## src/rtl/btn_pkg.sv

```systemverilog
// Shared definitions for the push-button conditioner: FSM state codes and
// the default 50 MHz timing constants.
package btn_pkg;

    typedef logic [2:0] btn_state_t;

    localparam btn_state_t ST_IDLE       = 3'd0;
    localparam btn_state_t ST_PRESS_WAIT = 3'd1;
    localparam btn_state_t ST_HELD       = 3'd2;
    localparam btn_state_t ST_REPEAT     = 3'd3;
    localparam btn_state_t ST_REL_WAIT   = 3'd4;

    localparam int unsigned DEBOUNCE_CYCLES_50M = 1_000_000;
    localparam int unsigned LONG_CYCLES_50M     = 50_000_000;
    localparam int unsigned REPEAT_CYCLES_50M   = 10_000_000;

endpackage

```

## src/rtl/sync_2ff.sv

```systemverilog
// Generic two-flop synchroniser for a single asynchronous input; both stages
// reset synchronously to RST_VAL.
module sync_2ff #(
    parameter logic RST_VAL = 1'b0
) (
    input  logic clk_i,
    input  logic rstn_i,
    input  logic d_i,
    output logic q_o
);

    logic meta_q, meta_d;
    logic sync_q, sync_d;

    always_comb begin
        meta_d = d_i;
        sync_d = meta_q;
    end

    always_ff @(posedge clk_i) begin
        if (!rstn_i) begin
            meta_q <= RST_VAL;
            sync_q <= RST_VAL;
        end else begin
            meta_q <= meta_d;
            sync_q <= sync_d;
        end
    end

    assign q_o = sync_q;

endmodule

```

## src/rtl/btn_debounce.sv

```systemverilog
// Push-button conditioner: synchronise, debounce, then derive press, release,
// long-press and auto-repeat strobes from the clean level.
//
// state      | meaning
// IDLE       | released, waiting for a pressed sample
// PRESS_WAIT | qualifying a press (dcnt counts stable pressed cycles)
// HELD       | press accepted, hcnt timing towards long press
// REPEAT     | long press flagged, rcnt timing auto-repeat
// REL_WAIT   | qualifying a release (dcnt counts stable released cycles)
module btn_debounce
    import btn_pkg::*;
#(
    parameter int unsigned DEBOUNCE_CYCLES = DEBOUNCE_CYCLES_50M,
    parameter int unsigned LONG_CYCLES     = LONG_CYCLES_50M,
    parameter int unsigned REPEAT_CYCLES   = REPEAT_CYCLES_50M,
    parameter bit          ACTIVE_HIGH     = 1'b1
) (
    input  logic clk50_i,
    input  logic rstn_i,
    input  logic btn_i,
    output logic level_o,
    output logic press_o,
    output logic release_o,
    output logic long_o,
    output logic repeat_o,
    output logic key_o
);

    localparam int unsigned DW = $clog2(DEBOUNCE_CYCLES);
    localparam int unsigned HW = $clog2(LONG_CYCLES);
    localparam int unsigned RW = $clog2(REPEAT_CYCLES);

    localparam logic [DW-1:0] D_LAST = DW'(DEBOUNCE_CYCLES - 1);
    localparam logic [HW-1:0] H_LAST = HW'(LONG_CYCLES - 1);
    localparam logic [RW-1:0] R_LAST = RW'(REPEAT_CYCLES - 1);

    logic btn_sync;
    logic s;

    sync_2ff #(
        .RST_VAL (logic'(!ACTIVE_HIGH))
    ) u_sync (
        .clk_i  (clk50_i),
        .rstn_i (rstn_i),
        .d_i    (btn_i),
        .q_o    (btn_sync)
    );

    assign s = ACTIVE_HIGH ? btn_sync : ~btn_sync;

    btn_state_t    state_q, state_d;
    logic [DW-1:0] dcnt_q, dcnt_d;
    logic [HW-1:0] hcnt_q, hcnt_d;
    logic [RW-1:0] rcnt_q, rcnt_d;
    logic          long_seen_q, long_seen_d;
    logic          level_q, level_d;
    logic          press_q, press_d;
    logic          release_q, release_d;
    logic          long_q, long_d;
    logic          repeat_q, repeat_d;
    logic          key_q, key_d;
    logic          timer_run;

    always_comb begin
        state_d     = state_q;
        dcnt_d      = dcnt_q;
        hcnt_d      = hcnt_q;
        rcnt_d      = rcnt_q;
        long_seen_d = long_seen_q;
        level_d     = level_q;
        press_d     = 1'b0;
        release_d   = 1'b0;
        long_d      = 1'b0;
        repeat_d    = 1'b0;
        timer_run   = (state_q == ST_HELD) || (state_q == ST_REPEAT) ||
                      (state_q == ST_REL_WAIT);

        // Hold timers keep running through a release bounce so that
        // long/repeat timing is measured from the press, not from the last bounce.
        if (timer_run) begin
            if (!long_seen_q) begin
                if (hcnt_q == H_LAST) begin
                    long_d      = 1'b1;
                    long_seen_d = 1'b1;
                    rcnt_d      = '0;
                end else begin
                    hcnt_d = hcnt_q + 1'b1;
                end
            end else begin
                if (rcnt_q == R_LAST) begin
                    repeat_d = 1'b1;
                    rcnt_d   = '0;
                end else begin
                    rcnt_d = rcnt_q + 1'b1;
                end
            end
        end

        case (state_q)
            ST_IDLE: begin
                if (s) begin
                    dcnt_d  = '0;
                    state_d = ST_PRESS_WAIT;
                end
            end
            ST_PRESS_WAIT: begin
                if (!s) begin
                    state_d = ST_IDLE;
                end else if (dcnt_q == D_LAST) begin
                    press_d     = 1'b1;
                    level_d     = 1'b1;
                    hcnt_d      = '0;
                    long_seen_d = 1'b0;
                    state_d     = ST_HELD;
                end else begin
                    dcnt_d = dcnt_q + 1'b1;
                end
            end
            ST_HELD, ST_REPEAT: begin
                if (!s) begin
                    dcnt_d  = '0;
                    state_d = ST_REL_WAIT;
                end else if (long_seen_d) begin
                    state_d = ST_REPEAT;
                end
            end
            ST_REL_WAIT: begin
                if (s) begin
                    state_d = long_seen_d ? ST_REPEAT : ST_HELD;
                end else if (dcnt_q == D_LAST) begin
                    // An accepted release ends the press; it suppresses any timer strobe.
                    release_d = 1'b1;
                    long_d    = 1'b0;
                    repeat_d  = 1'b0;
                    level_d   = 1'b0;
                    state_d   = ST_IDLE;
                end else begin
                    dcnt_d = dcnt_q + 1'b1;
                end
            end
            default: state_d = ST_IDLE;
        endcase

        key_d = press_d | repeat_d;
    end

    always_ff @(posedge clk50_i) begin
        if (!rstn_i) begin
            state_q     <= ST_IDLE;
            dcnt_q      <= '0;
            hcnt_q      <= '0;
            rcnt_q      <= '0;
            long_seen_q <= 1'b0;
            level_q     <= 1'b0;
            press_q     <= 1'b0;
            release_q   <= 1'b0;
            long_q      <= 1'b0;
            repeat_q    <= 1'b0;
            key_q       <= 1'b0;
        end else begin
            state_q     <= state_d;
            dcnt_q      <= dcnt_d;
            hcnt_q      <= hcnt_d;
            rcnt_q      <= rcnt_d;
            long_seen_q <= long_seen_d;
            level_q     <= level_d;
            press_q     <= press_d;
            release_q   <= release_d;
            long_q      <= long_d;
            repeat_q    <= repeat_d;
            key_q       <= key_d;
        end
    end

    assign level_o   = level_q;
    assign press_o   = press_q;
    assign release_o = release_q;
    assign long_o    = long_q;
    assign repeat_o  = repeat_q;
    assign key_o     = key_q;

endmodule

```

## config.mk

```make
export PLATFORM = sky130hd
export DESIGN_NAME = btn_debounce
export DESIGN_NICKNAME = d
export VERILOG_FILES = /design/src/rtl/btn_pkg.sv /design/src/rtl/sync_2ff.sv /design/src/rtl/btn_debounce.sv
export SDC_FILE = /design/constraint.sdc
export NUM_CORES = 1
export LEC_CHECK = 0
export BUFFER_PORTS_ARGS = -buffer_cell sky130_fd_sc_hd__buf_4
export CAP_MARGIN = 20
export CORE_MARGIN = 2
export CORE_UTILIZATION = 57
export CTS_BUF_LIST = sky130_fd_sc_hd__clkbuf_2 sky130_fd_sc_hd__clkbuf_4 sky130_fd_sc_hd__clkbuf_8
export CTS_CLUSTER_DIAMETER = 200
export DETAILED_ROUTE_END_ITERATION = 10
export PLACE_DENSITY_LB_ADDON = 0.05
export SYNTH_ARGS = -nofsm -noshare
export SYNTH_HDL_FRONTEND = slang
export SYNTH_SLANG_ARGS = --single-unit
```

## constraint.sdc

```tcl
create_clock -name clk50_i -period 4.4 [get_ports clk50_i]
set_input_delay 0.22 -clock clk50_i [delete_from_list [all_inputs] [get_ports clk50_i]]
set_output_delay 0.22 -clock clk50_i [all_outputs]
set_load 0.02 [all_outputs]
```

==> impl_metrics.ini, run 1 <==
[outcome]
outcome = finished clean

[synthesis]
synthArstFlopShare_pct = 0
synth_cell_types = 59
ys_warn_count = 0
synth-edff-count = 0
seq_area_frac_synth_pct = 40.7
ys_ff_latch = 82
yosysTopAreaCellShare_pct = 40.7
avgSynthCellArea_um2 = 8.61
synth.area.top_cells = dfxtp_1 (41%), xor2_1 (7.8%), nor2_1 (5.8%)
synth_top_area_cell = dfxtp_1
synth.cell_area_um2 = 4040
synth_ff_type = dfxtp_1
synthesis.nets = 475
synth_cells = 469

[place]
post_dp_cell_area_um2 = 4130
gp_congestion = 0.868
port_buffers = 8
pre_cts_ws_ns = 2.00
dp_hpwl_um = 5890

[critical_path]
crit_required_ns = 4.69
crit_path_max_incr_delay_ns = 0.55
start_kind = register
slowest_stage = or4_1
arrival_ns = 2.74
path_class = reg2reg
path_cells = nor4b_1 -> and4_1 -> a21o_1 -> nand3_1 -> or4_1 -> a21oi_1
endpoint_kind = register
critPathMaxFanout = 15

[layout]
diodes = 0
drive_above_1_share_pct = 12.3
syn_to_final_growth_pct = 6.72
design_area_um2 = 4310
final_cell_mix = dfxtp_1 (82), nor2_1 (62), nand2_1 (40), xor2_1 (36), nand3_1 (25)
nets = 482
layout_commonest_cell = dfxtp_1

[timing]
hold_violations = 0
setup_viol_count_final = 0
tightest_slew_ns = 0.797
fin_skew_ns = 0.00879
final.period_utilization_pct = 55.6
rsz0062_at_grt = false
relSlewSlack_pct = 46.9
setup_tns_ns = 0
fmax_ghz = 0.409
period_minus_slack_ns = 2.45
finalMaxSlewViolations = 0
fin_hold_ws_ns = 0.0765
setup_slack_ns = 1.95

[global_route]
grt_pass1_wl_um = 14300
grt_use_total_pct = 23.3
grt_pass1_vias = 3039
overflow = 0
grt_max_degree = 28
antenna_found_initial = 0

[floorplanning]
fp-row-count = 30
die_area_um2 = 7770
core_area_um2 = 6830
chipHeight_um = 88.2
start_util_pct = 59.1
ioPinCount = 9
die_w_um = 88.2

[cts]
cts-root-buf = clkbuf_8
cts_tree = done
clk_latency_ns = 0.35
ctsHoldBuffers = 0
post-cts-setup-buffers = 0
cts_sinks = 82
clockBufferDepth = 2
clk_pin_slew_ns = 0.08
cts_buffers = 9
ctsResizeCount = 0
htreeDepth = 3

[power]
cellPowerDensity_nw_per_um2 = 294
power_mw = 1.27
p_leak_nw = 1.44
irDropWorstVdd_mv = 0.192

[detailed_routing]
first_iter_violations = 145
dr.max_layer_used = met4
drc = 0
wl_met3_um = 283
wl_met2_um = 3980
vias = 3280
drt_wl_total_um = 8400
ant_nets = 0
via_per_inst = 5.68
wl_met1_um = 4020
avgRoutedWirePerCell_um = 14.6
firstDrtPassIters = 4

[run]
maxCapViolCount = 0

[hold_path]
hp-class = in2reg
==> per-stage QoR <==
stage / utilization (%) / std cells
floorplan: - / 469
global placement: 60.3 / 560
detailed placement: 60.4 / 561
CTS: 63.1 / 577
global route: 63.1 / 577
finish: 63.1 / 577
==> state kept, by name (all words and copies together), names as in the netlist <==
register,cells
rcnt_q,24
hcnt_q,26
release_o,1
press_o,1
repeat_o,1
state_q,3
u_sync.meta_q,1
long_seen_q,1
key_o,1
dcnt_q,20
long_o,1
u_sync.q_o,1
level_o,1
==> worst max-delay path: cells and delay by family (launching register included) <==
kind,cells,cell delay [ns]
compound gates,2,0.58
flops,1,0.37
simple gates,4,1.43
==> path summary, 6_finish.rpt <==
| path | from | endpoint | slack [ns] | depth (start not counted) |
|---|---|---|---|---|
| setup reg to reg | hcnt_q[16]$_SDFF_PN0_ | rcnt_q[13]$_SDFFE_PN0P_ | 1.95 | 6 |
| hold / removal | btn_i | u_sync.meta_q$_SDFF_PN0_ | 0.08 | 2 |
| hold reg to reg | u_sync.meta_q$_SDFF_PN0_ | u_sync.q_o$_SDFF_PN0_ | 0.45 | 1 |
| setup / recovery | hcnt_q[16]$_SDFF_PN0_ | rcnt_q[13]$_SDFFE_PN0P_ | 1.95 | 6 |
==> synth_stat cells, types with 3 or more instances <==
| library cell | instances |
|---|---|
| a211oi_1 | 3 |
| a21oi_1 | 15 |
| a22oi_1 | 3 |
| and2_1 | 5 |
| and3_1 | 12 |
| and4_1 | 10 |
| buf_2 | 3 |
| buf_4 | 4 |
| clkbuf_1 | 5 |
| dfxtp_1 | 82 |
| ha_1 | 3 |
| inv_1 | 6 |
| nand2_1 | 40 |
| nand2b_1 | 3 |
| nand3_1 | 25 |
| nand4_1 | 21 |
| nor2_1 | 62 |
| nor2_2 | 20 |
| nor3_1 | 15 |
| nor3b_1 | 3 |
| nor4_1 | 9 |
| nor4b_1 | 3 |
| o21ai_0 | 12 |
| or3_1 | 4 |
| xnor2_1 | 21 |
| xor2_1 | 36 |
==> where the power goes <==
part | switching [mW] | internal, mW | total (mW)
registers | 0.00202 | 0.742 | 0.744
logic | 0.0179 | 0.00649 | 0.0244
clock network | 0.264 | 0.232 | 0.496
==> layer usage <==
metal  track usage [%]  vias up
met3              4.52       10
met1              30.8     1547
met4              7.85        0
li1                  -     1667
met5                 0        -
met2              38.1       56
==> cell type report <==
type	instances	area, µm²
clock buffers	12	153
clock inverters	4	27.5
fillers	632	2520
inverters	6	22.5
multi-input cells	366	2260
flip-flops and latches	82	1640
well taps	96	120
repair buffers	11	86.3
==> kinds of logic after synthesis <==
kind of cell | synth area share, %
AND/OR/NAND/NOR | 34.4
flip-flops | 40.7
XOR/XNOR | 12.4
AO/OA/AOI/OAI | 7.50
buffers and inverters | 3.41
multiplexers | 0.775
adder cells (fa/ha/maj) | 0.930
(Power assumes the default switching activity.)
==> run 2: changes to the inputs <==
==> constraint.sdc (replaced) <==
create_clock -name clk50_i -period 2.45 [get_ports clk50_i]
set_input_delay 0.1225 -clock clk50_i [delete_from_list [all_inputs] [get_ports clk50_i]]
set_output_delay 0.1225 -clock clk50_i [all_outputs]
set_load 0.02 [all_outputs]
==> run 2 against run 1 <==
Clock power grew 140%. Hold slack better by 0.019 ns. Global-route usage increased by 0.077 points. Total power is 100% higher. Wire length increased by 0.73%. Critical path depth is 1 higher. Largest cell class unchanged. Largest power group unchanged.
==> impl_metrics.ini, run 2 (synthesis gave the netlist of run 1 again) <==
[outcome]
outcome = finished clean

[floorplanning]
core_area_um2 = 6830
ioPinCount = 9
chipHeight_um = 88.2
start_util_pct = 59.1
die_area_um2 = 7770
fp-row-count = 30
die_w_um = 88.2

[global_route]
antenna_found_initial = 0
grt_use_total_pct = 23.4
grt_pass1_wl_um = 14400
grt_pass1_vias = 3153
overflow = 0
grt_max_degree = 28

[power]
combPwrFrac_pct = 1.9
power.switching_mw = 0.529
seqPwrFrac_pct = 52.3
internal_power_mw = 2.03
p_leak_nw = 1.55
irDropWorstVdd_mv = 0.519
clockPowerShare_pct = 45.7
netSwitchingFraction_pct = 20.7
cellPowerDensity_nw_per_um2 = 570

[place]
port_buffers = 8
pre_cts_ws_ns = 0.206
gp_congestion = 0.873
post_dp_cell_area_um2 = 4240
dp_hpwl_um = 6000

[critical_path]
crit_path_max_incr_delay_ns = 0.52
start_kind = register
critPathMaxFanout = 27
cp_top_family = simple AND/OR/NAND/NOR gates
r2r_start = dcnt_q[10]$_SDFFE_PN0P_
cp-startpoint = dcnt_q[10]$_SDFFE_PN0P_
path_class = reg2reg
cp.buffers_inverters = 1
path_cells = or4_1 -> nor4_2 -> nand3_2 -> nor4_4 -> nand2b_1 -> buf_12 -> nor3_1
ff2ff_setup_slack_ns = 0.21
arrival_ns = 2.47
slowest_stage = or4_1
endpoint_kind = register
crit_required_ns = 2.68
rr_endpoint = hcnt_q[6]$_SDFF_PN0_
reg2regPathDepth = 7

[timing]
setup_viol_count_final = 0
hold_violations = 0
relSlewSlack_pct = 48.4
rsz0062_at_grt = false
fin_skew_ns = 0.00775
period_minus_slack_ns = 2.24
fin_hold_ws_ns = 0.0950
fmax_ghz = 0.446
final.period_utilization_pct = 91.6
setup_tns_ns = 0
finalMaxSlewViolations = 0
tightest_slew_ns = 0.775
setup_slack_ns = 0.207

[cts]
ctsResizeCount = 0
htreeDepth = 3
clockBufferDepth = 2
cts-root-buf = clkbuf_8
clk_latency_ns = 0.35
cts_buffers = 9
cts_tree = done
cts_sinks = 82
clk_pin_slew_ns = 0.08

[layout]
drive_above_1_share_pct = 14.5
syn_to_final_growth_pct = 11.1
final_cell_mix = dfxtp_1 (82), nor2_1 (62), nand2_1 (40), xor2_1 (36), nand3_1 (25)
largest_reg_flops = 26
multi_input_area_um2 = 2260
top_regs = hcnt_q x26, rcnt_q x24, dcnt_q x20
diodes = 0
post-route-util_pct = 65.7
nFillCells = 617
register_area_um2 = 1640
design_area_um2 = 4490
layout_commonest_cell = dfxtp_1
top_register = hcnt_q
nets = 496

[detailed_routing]
firstDrtPassIters = 4
drt_wl_total_um = 8460
via_per_inst = 5.71
drc = 0
first_iter_violations = 117
vias = 3372
avgRoutedWirePerCell_um = 14.3
ant_nets = 0

[hold_path]
hp-start = rstn_i
hp-class = in2reg
holdPathStages = 3
min_to = dcnt_q[5]$_SDFFE_PN0P_

[run]
maxCapViolCount = 0
run 2: area by class of cell:
type	count	area share (%)
flip-flops and latches	82	36.6
multi-input cells	366	50.3
clock buffers	9	2.76
inverters	6	0.502
clock inverters	7	2.62
well taps	96	2.68
repair buffers	25	4.52
run 2: worst max path at each step:
stage	endpoint	cells past startpoint
after global routing	hcnt_q[6]$_SDFF_PN0_	7
after detailed placement	hcnt_q[6]$_SDFF_PN0_	7
after floorplan	hcnt_q[7]$_SDFF_PN0_	8
after global placement	hcnt_q[6]$_SDFF_PN0_	7
after CTS	hcnt_q[6]$_SDFF_PN0_	7
final	hcnt_q[6]$_SDFF_PN0_	7
run 2: timing repair:
item / in CTS / in global routing
hold endpoints to repair: 1 / 0
hold buffers: 1 / 0
setup buffers: 0 / 0
run 2: stage by stage:
step                      std cells  power, mW
final                           591       2.56
after detailed placement        574       1.42
after global placement          574       1.42
after global routing            591       2.64
after floorplan                 469       1.41
after CTS                       591       2.58
run 2: tightest hold or removal path: cells and delay by family:
family / cells / cell delay [ns]
and+or+nand+nor: 1 / 0.04
buffers and inverters: 1 / 0.16
AOI/OAI and AO/OA: 1 / 0.08
run 2: per-layer routing:
metal	track usage (%)	part of all wire (%)	vias up
met2	38.1	48	66
met5	0	0	-
li1	-	-	1700
met1	30.4	47	1593
met3	5.47	4.0	13
met4	8.13	1.4	0
run 2: power groups by stage:
stage	Combinational, mW	Sequential [mW]	Clock (mW)
global placement	0.0481	1.37	0
detailed placement	0.0484	1.37	0
global route	0.0534	1.34	1.25
finish	0.0493	1.34	1.17
floorplan	0.0413	1.37	0
CTS	0.0497	1.34	1.20
